`src/rtl/seg7_scan_driver.sv`:
```
// Multiplexed DIGITS-wide seven-segment scan driver with frame-synchronous double buffering.
// Optional leading-zero blanking is built in when SEG7_LZB_EN is defined.
module seg7_scan_driver #(
    parameter int DIGITS   = 4,
    parameter int PRESCALE = 50000
) (
    input  logic                  Clk,
    input  logic                  Reset_n,
    input  logic [4*DIGITS-1:0]   Value,
    input  logic [DIGITS-1:0]     DpIn,
    input  logic                  Load,
    input  logic                  Enable,
    output logic [6:0]            Seg,
    output logic                  Dp,
    output logic [DIGITS-1:0]     SegSel,
    output logic                  FrameTick
);

    localparam int CNT_W = $clog2(PRESCALE);
    localparam int IDX_W = (DIGITS > 1) ? $clog2(DIGITS) : 1;
    localparam logic [CNT_W-1:0] CNT_LAST = CNT_W'(PRESCALE - 1);
    localparam logic [IDX_W-1:0] IDX_LAST = IDX_W'(DIGITS - 1);

    logic [CNT_W-1:0]    cnt_q, cnt_d;
    logic [IDX_W-1:0]    idx_q, idx_d;
    logic [4*DIGITS-1:0] pend_val_q, pend_val_d;
    logic [DIGITS-1:0]   pend_dp_q, pend_dp_d;
    logic [4*DIGITS-1:0] disp_val_q, disp_val_d;
    logic [DIGITS-1:0]   disp_dp_q, disp_dp_d;
    logic [6:0]          seg_q, seg_d;
    logic                dp_q, dp_d;
    logic [DIGITS-1:0]   sel_q, sel_d;
    logic                frame_q, frame_d;

    logic                tick;
    logic                commit;
    logic [3:0]          nib [DIGITS];
    logic [DIGITS-1:0]   blank;
    logic [DIGITS-1:0]   sel_onehot;

    function automatic logic [6:0] glyph(input logic [3:0] n);
        case (n)
            4'h0: glyph = 7'h7E;
            4'h1: glyph = 7'h30;
            4'h2: glyph = 7'h6D;
            4'h3: glyph = 7'h79;
            4'h4: glyph = 7'h33;
            4'h5: glyph = 7'h5B;
            4'h6: glyph = 7'h5F;
            4'h7: glyph = 7'h70;
            4'h8: glyph = 7'h7F;
            4'h9: glyph = 7'h73;
            4'hA: glyph = 7'h77;
            4'hB: glyph = 7'h1F;
            4'hC: glyph = 7'h4E;
            4'hD: glyph = 7'h3D;
            4'hE: glyph = 7'h4F;
            default: glyph = 7'h47;
        endcase
    endfunction

    assign tick   = Enable && (cnt_q == CNT_LAST);
    assign commit = tick && (idx_q == IDX_LAST);

    // Scan state and buffers
    always_comb begin
        cnt_d      = cnt_q;
        idx_d      = idx_q;
        pend_val_d = pend_val_q;
        pend_dp_d  = pend_dp_q;
        disp_val_d = disp_val_q;
        disp_dp_d  = disp_dp_q;
        if (Load) begin
            pend_val_d = Value;
            pend_dp_d  = DpIn;
        end
        if (!Enable) begin
            cnt_d = '0;
            idx_d = IDX_LAST;
        end else if (tick) begin
            cnt_d = '0;
            if (commit) begin
                idx_d      = '0;
                // Load on the commit edge bypasses the pending buffer.
                disp_val_d = Load ? Value : pend_val_q;
                disp_dp_d  = Load ? DpIn  : pend_dp_q;
            end else begin
                idx_d = idx_q + IDX_W'(1);
            end
        end else begin
            cnt_d = cnt_q + CNT_W'(1);
        end
    end

    generate
        for (genvar gi = 0; gi < DIGITS; gi++) begin : g_digit
            assign nib[gi]        = disp_val_d[4*gi +: 4];
            assign sel_onehot[gi] = (idx_d == IDX_W'(gi));
`ifdef SEG7_LZB_EN
            if (gi == 0) begin : g_first
                assign blank[gi] = 1'b0;
            end else begin : g_upper
                assign blank[gi] = (disp_val_d[4*DIGITS-1:4*gi] == '0);
            end
`else
            assign blank[gi] = 1'b0;
`endif
        end
    endgenerate

    // Output registers only change on a tick or when the display goes dark.
    always_comb begin
        seg_d   = seg_q;
        dp_d    = dp_q;
        sel_d   = sel_q;
        frame_d = 1'b0;
        if (!Enable) begin
            seg_d = '0;
            dp_d  = 1'b0;
            sel_d = '0;
        end else if (tick) begin
            sel_d   = sel_onehot;
            seg_d   = blank[idx_d] ? 7'h00 : glyph(nib[idx_d]);
            dp_d    = disp_dp_d[idx_d];
            frame_d = commit;
        end
    end

    always_ff @(posedge Clk or negedge Reset_n) begin
        if (!Reset_n) begin
            cnt_q      <= '0;
            idx_q      <= IDX_LAST;
            pend_val_q <= '0;
            pend_dp_q  <= '0;
            disp_val_q <= '0;
            disp_dp_q  <= '0;
            seg_q      <= '0;
            dp_q       <= 1'b0;
            sel_q      <= '0;
            frame_q    <= 1'b0;
        end else begin
            cnt_q      <= cnt_d;
            idx_q      <= idx_d;
            pend_val_q <= pend_val_d;
            pend_dp_q  <= pend_dp_d;
            disp_val_q <= disp_val_d;
            disp_dp_q  <= disp_dp_d;
            seg_q      <= seg_d;
            dp_q       <= dp_d;
            sel_q      <= sel_d;
            frame_q    <= frame_d;
        end
    end

    assign Seg       = seg_q;
    assign Dp        = dp_q;
    assign SegSel    = sel_q;
    assign FrameTick = frame_q;

endmodule

```
`config.mk`:
```
export PLATFORM = sky130hd
export DESIGN_NAME = seg7_scan_driver
export DESIGN_NICKNAME = d
export VERILOG_FILES = /design/src/rtl/seg7_scan_driver.sv
export SDC_FILE = /design/constraint.sdc
export NUM_CORES = 1
export LEC_CHECK = 0
export ABC_AREA = 1
export CORE_ASPECT_RATIO = 1.2
export CORE_MARGIN = 3
export CORE_UTILIZATION = 45
export DETAILED_ROUTE_END_ITERATION = 10
export HOLD_SLACK_MARGIN = 0.03
export PLACE_DENSITY = 0.63
export SLEW_MARGIN = 20
export SYNTH_ARGS = -nofsm -noshare
export SYNTH_HDL_FRONTEND = slang
export SYNTH_SLANG_ARGS = --single-unit
```
`constraint.sdc`:
```
create_clock -name Clk -period 6.4 [get_ports Clk]
set_input_delay 1.92 -clock Clk [delete_from_list [all_inputs] [get_ports Clk]]
set_output_delay 1.92 -clock Clk [all_outputs]
set_load 0.01 [all_outputs]
```
* Yosys cells after proc, flatten, opt, wreduce, memory -nomap -nowiden
Memory sizes are Yosys's and may differ from the RTL's. Index checks and enable logic that the tools add are counted.
Cells by class: mux-type cells 29, eq/ne operators 6, bitwise logic cells 1, reduce and logical (&&, ||, !) cells 3, add/sub/neg operators 2, $lt $le $gt $ge 2
Operators by type and width (count):
- $mux W16 | 6
- $mux W4 | 8
- $mux W7 | 3
- $add A16 B1 Y16 const B | 1
- $eq A16 B16 Y1 const B | 1
- $bmux W4 S2 | 1
- $eq A2 B2 Y1 const B | 3
- $mux W1 | 6
- $mux W2 | 3
- $bmux W1 S2 | 2
- $ge A3 B3 Y1 const B | 1
- $lt A2 B3 Y1 const B | 1
- $not A2 Y3 | 1
- $add A2 B1 Y2 const B | 1
- $eq A2 B1 Y1 const B | 1
- $logic_and A1 B1 Y1 | 2
- $logic_not A2 Y1 | 1
- $ne A2 B1 Y1 const B | 1
Storage, ports and cells: input bits 24, memory bits (read-only) 112, bits in registers 71, memories 1, output and inout port bits 13
Memory list:
- (no name shown) | words 16, bits a word 7, read ports 1, clocked after memory_dff 0, wr ports 0, line 42 | case (n)

* Logic depth before layout (Yosys ltp)
An unclocked memory read counts as a cell.
word-level depth 14, mapped depth 19, depth with buffers taken out 19

* Worst setup path before layout
OpenSTA, ideal clock, no wires.
kind input to register, start point in Load, end point reg seg_q[4], in the netlist Seg[4], data required time 6.283 ns, arrival 3.579 ns, path buffers 2, path slack 2.704 ns, library setup time 0.117 ns, stages 14, cells stage by stage clkbuf_1 -> buf_2 -> mux2_1 -> nand2_1 -> nand2_1 -> nand2_1 -> nand2_1 -> nor2_2 -> inv_2 -> ha_1 -> inv_1 -> nand3_1 -> nand3_1 -> nand2_1
Between the ends: word-level cells in the longest chain between the ends 11
RTL lines:
- from (decl) | line 11 | input logic Load,
- $mux W16
- $mux W16 | line 82 | if (commit) begin
- $mux W16 | line 80 | end else if (tick) begin
- $mux W16 | line 77 | if (!Enable) begin
- net disp_val_d[12] | line 28 | logic [4*DIGITS-1:0] disp_val_q, disp_val_d;
- $bmux W4 S2 | line 123 | seg_d = blank[idx_d] ? 7'h00 : glyph(nib[idx_d]);
- $mux W4 (implied by the code) (2 in a row) | line 123
- $mem_v2 Z16 W7
- $mux W7 | line 123
- $mux W7 | line 121 | end else if (tick) begin
- $mux W7 | line 117 | if (!Enable) begin
- to (signal assigned) | line 148 | seg_q <= seg_d;
- to (decl) | line 30 | logic [6:0] seg_q, seg_d;
The timed path passes the listed nets, and every way through them passes these cells. The select of a mux whose other input is x is not followed. A chain may end at the register's enable or synchronous reset.

* Worst setup path in the final report
start point in Load, end point reg seg_q[3], in the netlist Seg[3]
Same word-level chain as after synthesis.

==> reports/qor.yml <==
run_status:
  status: "completed"
clocking:
  cts_root_buf: "clkbuf_8"
  ctsResizeCount: 0
  htree_num_levels: 3
  cts_num_sinks: 71
  cts_tree: "yes"
  numCtsBuffers: 9
  cts.path.max_buffers: 2
  postCtsSetupBuffers: 0
  clkTransAtPathRegs_ns: 0.07
  clk_latency_ns: 0.34
  cts_hold_buf: 0
placed_design:
  dpl.hpwl_um: 5386
  io_buffers: 36
  globalplace.congestion: 0.8491
  dp_slack_ns: 1.730
power_and_ir_drop:
  p_leak_nw: 2.068
  ir_worst_vdd_uv: 113.4
  powerDensity_nw_per_um2: 197.2
sta:
  tns_ns: 0
  tightest_slew_ns: 0.5924
  period_needed_ns: 4.288
  finalHoldViolCount: 0
  setup_violations: 0
  slew_headroom: 0.6039
  max_clock_freq_mhz: 233.2
  fin_skew_ns: 0.008922
  worst_slack_ns: 2.112
  fin_crit_sh: 0.6699
  slew_violations: 0
  rsz0062_at_grt: "false"
critical_path:
  critical_path_class: "primary input to flop"
  worst_setup_path_end_kind: "flop"
  critPathMaxFanout: 17
  reg2regPathDepth: 13
  critPathArrivalTime_ns: 4.57
  cp.required_ns: 6.68
  startpoint_type: "primary input"
grt:
  antenna_found_initial: 0
  grt.total_usage: 0.1720
  grt_max_degree: 48
  grt_pass1_wl_um: 12310
  grt_pass1_vias: 2547
  grt.overflow.total: 0
yosys:
  synth_top_area_cell: "dfrtp_1"
  synthTopCellsByArea: "dfrtp_1, nand2_1, inv_1"
  avgSynthCellArea_sq_um: 8.377
  ys.flop_type: "dfrtp_1"
  yosys_warnings: 0
  synth_edf_count: 0
  synthDominantCellAreaShare: 0.4728
  yosysMostFrequentCell: "nand2_1"
  syn_inst: 436
  syn-num-nets: 467
  synthArstFlopShare: 1.000
  synth_cell_type_count: 36
  synth_seq_cells: 71
  synth_area_sq_um: 3652
  synth.top_cells.by_count: "nand2_1, dfrtp_1, inv_1, nand3_1, o21ai_0"
  seq_area_frac_synth: 0.4872
route:
  wl_met1_um: 3313
  route.vias.total: 2772
  highest_layer: "met4"
  first_pass_iters: 4
  viasPerCell: 4.855
  drc: 0
  routed_wl_um: 7358
  routedWlPerCell_um: 12.89
  drt_iter0_drc: 130
  antenna_left: 0
  wl_met3_um: 216
  wl_met2_um: 3721
layout:
  fin_nets: 505
  area_delta_synth_final_pct: 15.96
  drive_gt1_frac: 0.1587
  n_antenna_cell: 0
run:
  maxCapViolCount: 0
hold_path:
  min_path_type: "flop to flop"
  hold_depth: 1
die:
  rows: 35
  io_pins: 37
  core_area_sq_um: 7795
  fp.dieArea_sq_um: 9238
  start_util: 0.4685
  dieHeight_um: 104.7
  chipWidth_um: 88.24
final timing paths:
path	from	endpoint	slack, ns
setup / recovery	Load	Seg[3]$_DFFE_PN0P_	2.11
hold / removal	cnt_q[0]$_DFF_PN0_	cnt_q[0]$_DFF_PN0_	0.46
setup reg to reg	idx_q[0]$_DFF_PN1_	Seg[3]$_DFFE_PN0P_	3.63
hold reg to reg	cnt_q[0]$_DFF_PN0_	cnt_q[0]$_DFF_PN0_	0.46
max in group asynchronous	Reset_n	pend_val_q[14]$_DFF_PN0_	3.82
min in group asynchronous	Reset_n	cnt_q[13]$_DFF_PN0_	1.57
kinds of logic (layout without fill, tap and decap cells):
| kind of cell | count (synthesis) | after routing | share of synthesized area |
|---|---|---|---|
| compound gates | 46 | 46 | 0.06509 |
| mux | 8 | 8 | 0.02432 |
| buf+inv | 81 | 124 | 0.09387 |
| simple gates | 223 | 223 | 0.3056 |
| flops | 71 | 71 | 0.4872 |
| fa+ha+maj | 7 | 7 | 0.02398 |
registers in the layout, summed over array words and instances (netlist names):
| register | count |
|---|---|
| pend_dp_q | 4 |
| SegSel | 4 |
| disp_dp_q | 4 |
| pend_val_q | 16 |
| Seg | 7 |
| cnt_q | 16 |
| idx_q | 2 |
| disp_val_q | 16 |
| Dp | 1 |
| FrameTick | 1 |
per-stage QoR:
stage / total power [W] / hold slack [ns] / util / instances / area [sq um]
after floorplan: 0.0004973 / 0.4321 / - / 436 / 3652
after global placement: 0.0005263 / 0.4456 / 0.5210 / 555 / 4061
after detailed placement: 0.0005271 / 0.4550 / 0.5210 / 555 / 4061
after CTS: 0.0008451 / 0.4649 / 0.5433 / 571 / 4235
after global routing: 0.0008750 / 0.5050 / 0.5433 / 571 / 4235
final: 0.0008354 / 0.4634 / 0.5433 / 571 / 4235
cell usage in the layout (no fill, tap or decap), types with 2 or more instances in the layout:
master           netlist  routed
a21oi_1               12      12
and2_1                 2       2
buf_4                  1       3
clkbuf_8               0      10
clkdlybuf4s50_1        0      35
clkinv_1               2       2
clkinv_2               0       4
dfrtp_1               69      69
dfstp_2                2       2
ha_1                   7       7
inv_1                 56      56
inv_2                 11      11
mux2_2                 6       6
nand2_1              125     125
nand2_2                8       8
nand2_4                3       3
nand3_1               29      29
nand3_2                7       7
nand4_1                5       5
nor2_1                19      19
nor2_2                 5       5
nor2_4                 8       8
nor3_1                 4       4
o21ai_0               24      24
o21ai_1                8       8
or2_2                  2       2
cell type report:
class / count / area [sq um]
Clock buffer: 10 / 137.6
Clock inverter: 6 / 36.28
Fill cell: 735 / 3560
Inverter: 69 / 259.0
Multi-Input combinational cell: 284 / 1530
Sequential cell: 71 / 1779
Tap cell: 92 / 115.1
Timing Repair Buffer: 39 / 377.9
layer usage:
metal,track usage,vias to the layer above
met2,0.2759,31
met5,0,-
li1,-,1441
met1,0.2261,1291
met4,0.05292,0
met3,0.04416,9
power by group:
part | leakage, nW | internal, W | total [W] | switching (W)
clock network | 0.0918 | 0.000149 | 0.000318 | 0.000169
logic | 1.08 | 0.0000226 | 0.0000516 | 0.0000290
registers | 0.899 | 0.000461 | 0.000465 | 0.00000386
total | 2.07 | 0.000633 | 0.000835 | 0.000202
worst max-delay path, stage by stage:
cell and delay [ns]:
clkdlybuf4s50_1 0.85, buf_4 0.31, mux2_1 0.36, nand2_1 0.07, nand2_1 0.06, nand2_1 0.06, nand2_1 0.06, nor2_2 0.22
inv_2 0.07, ha_1 0.25, inv_1 0.09, nand2_1 0.05, nand3_1 0.07, nand3_1 0.07, nand2_1 0.06
(Power assumes the default switching activity.)
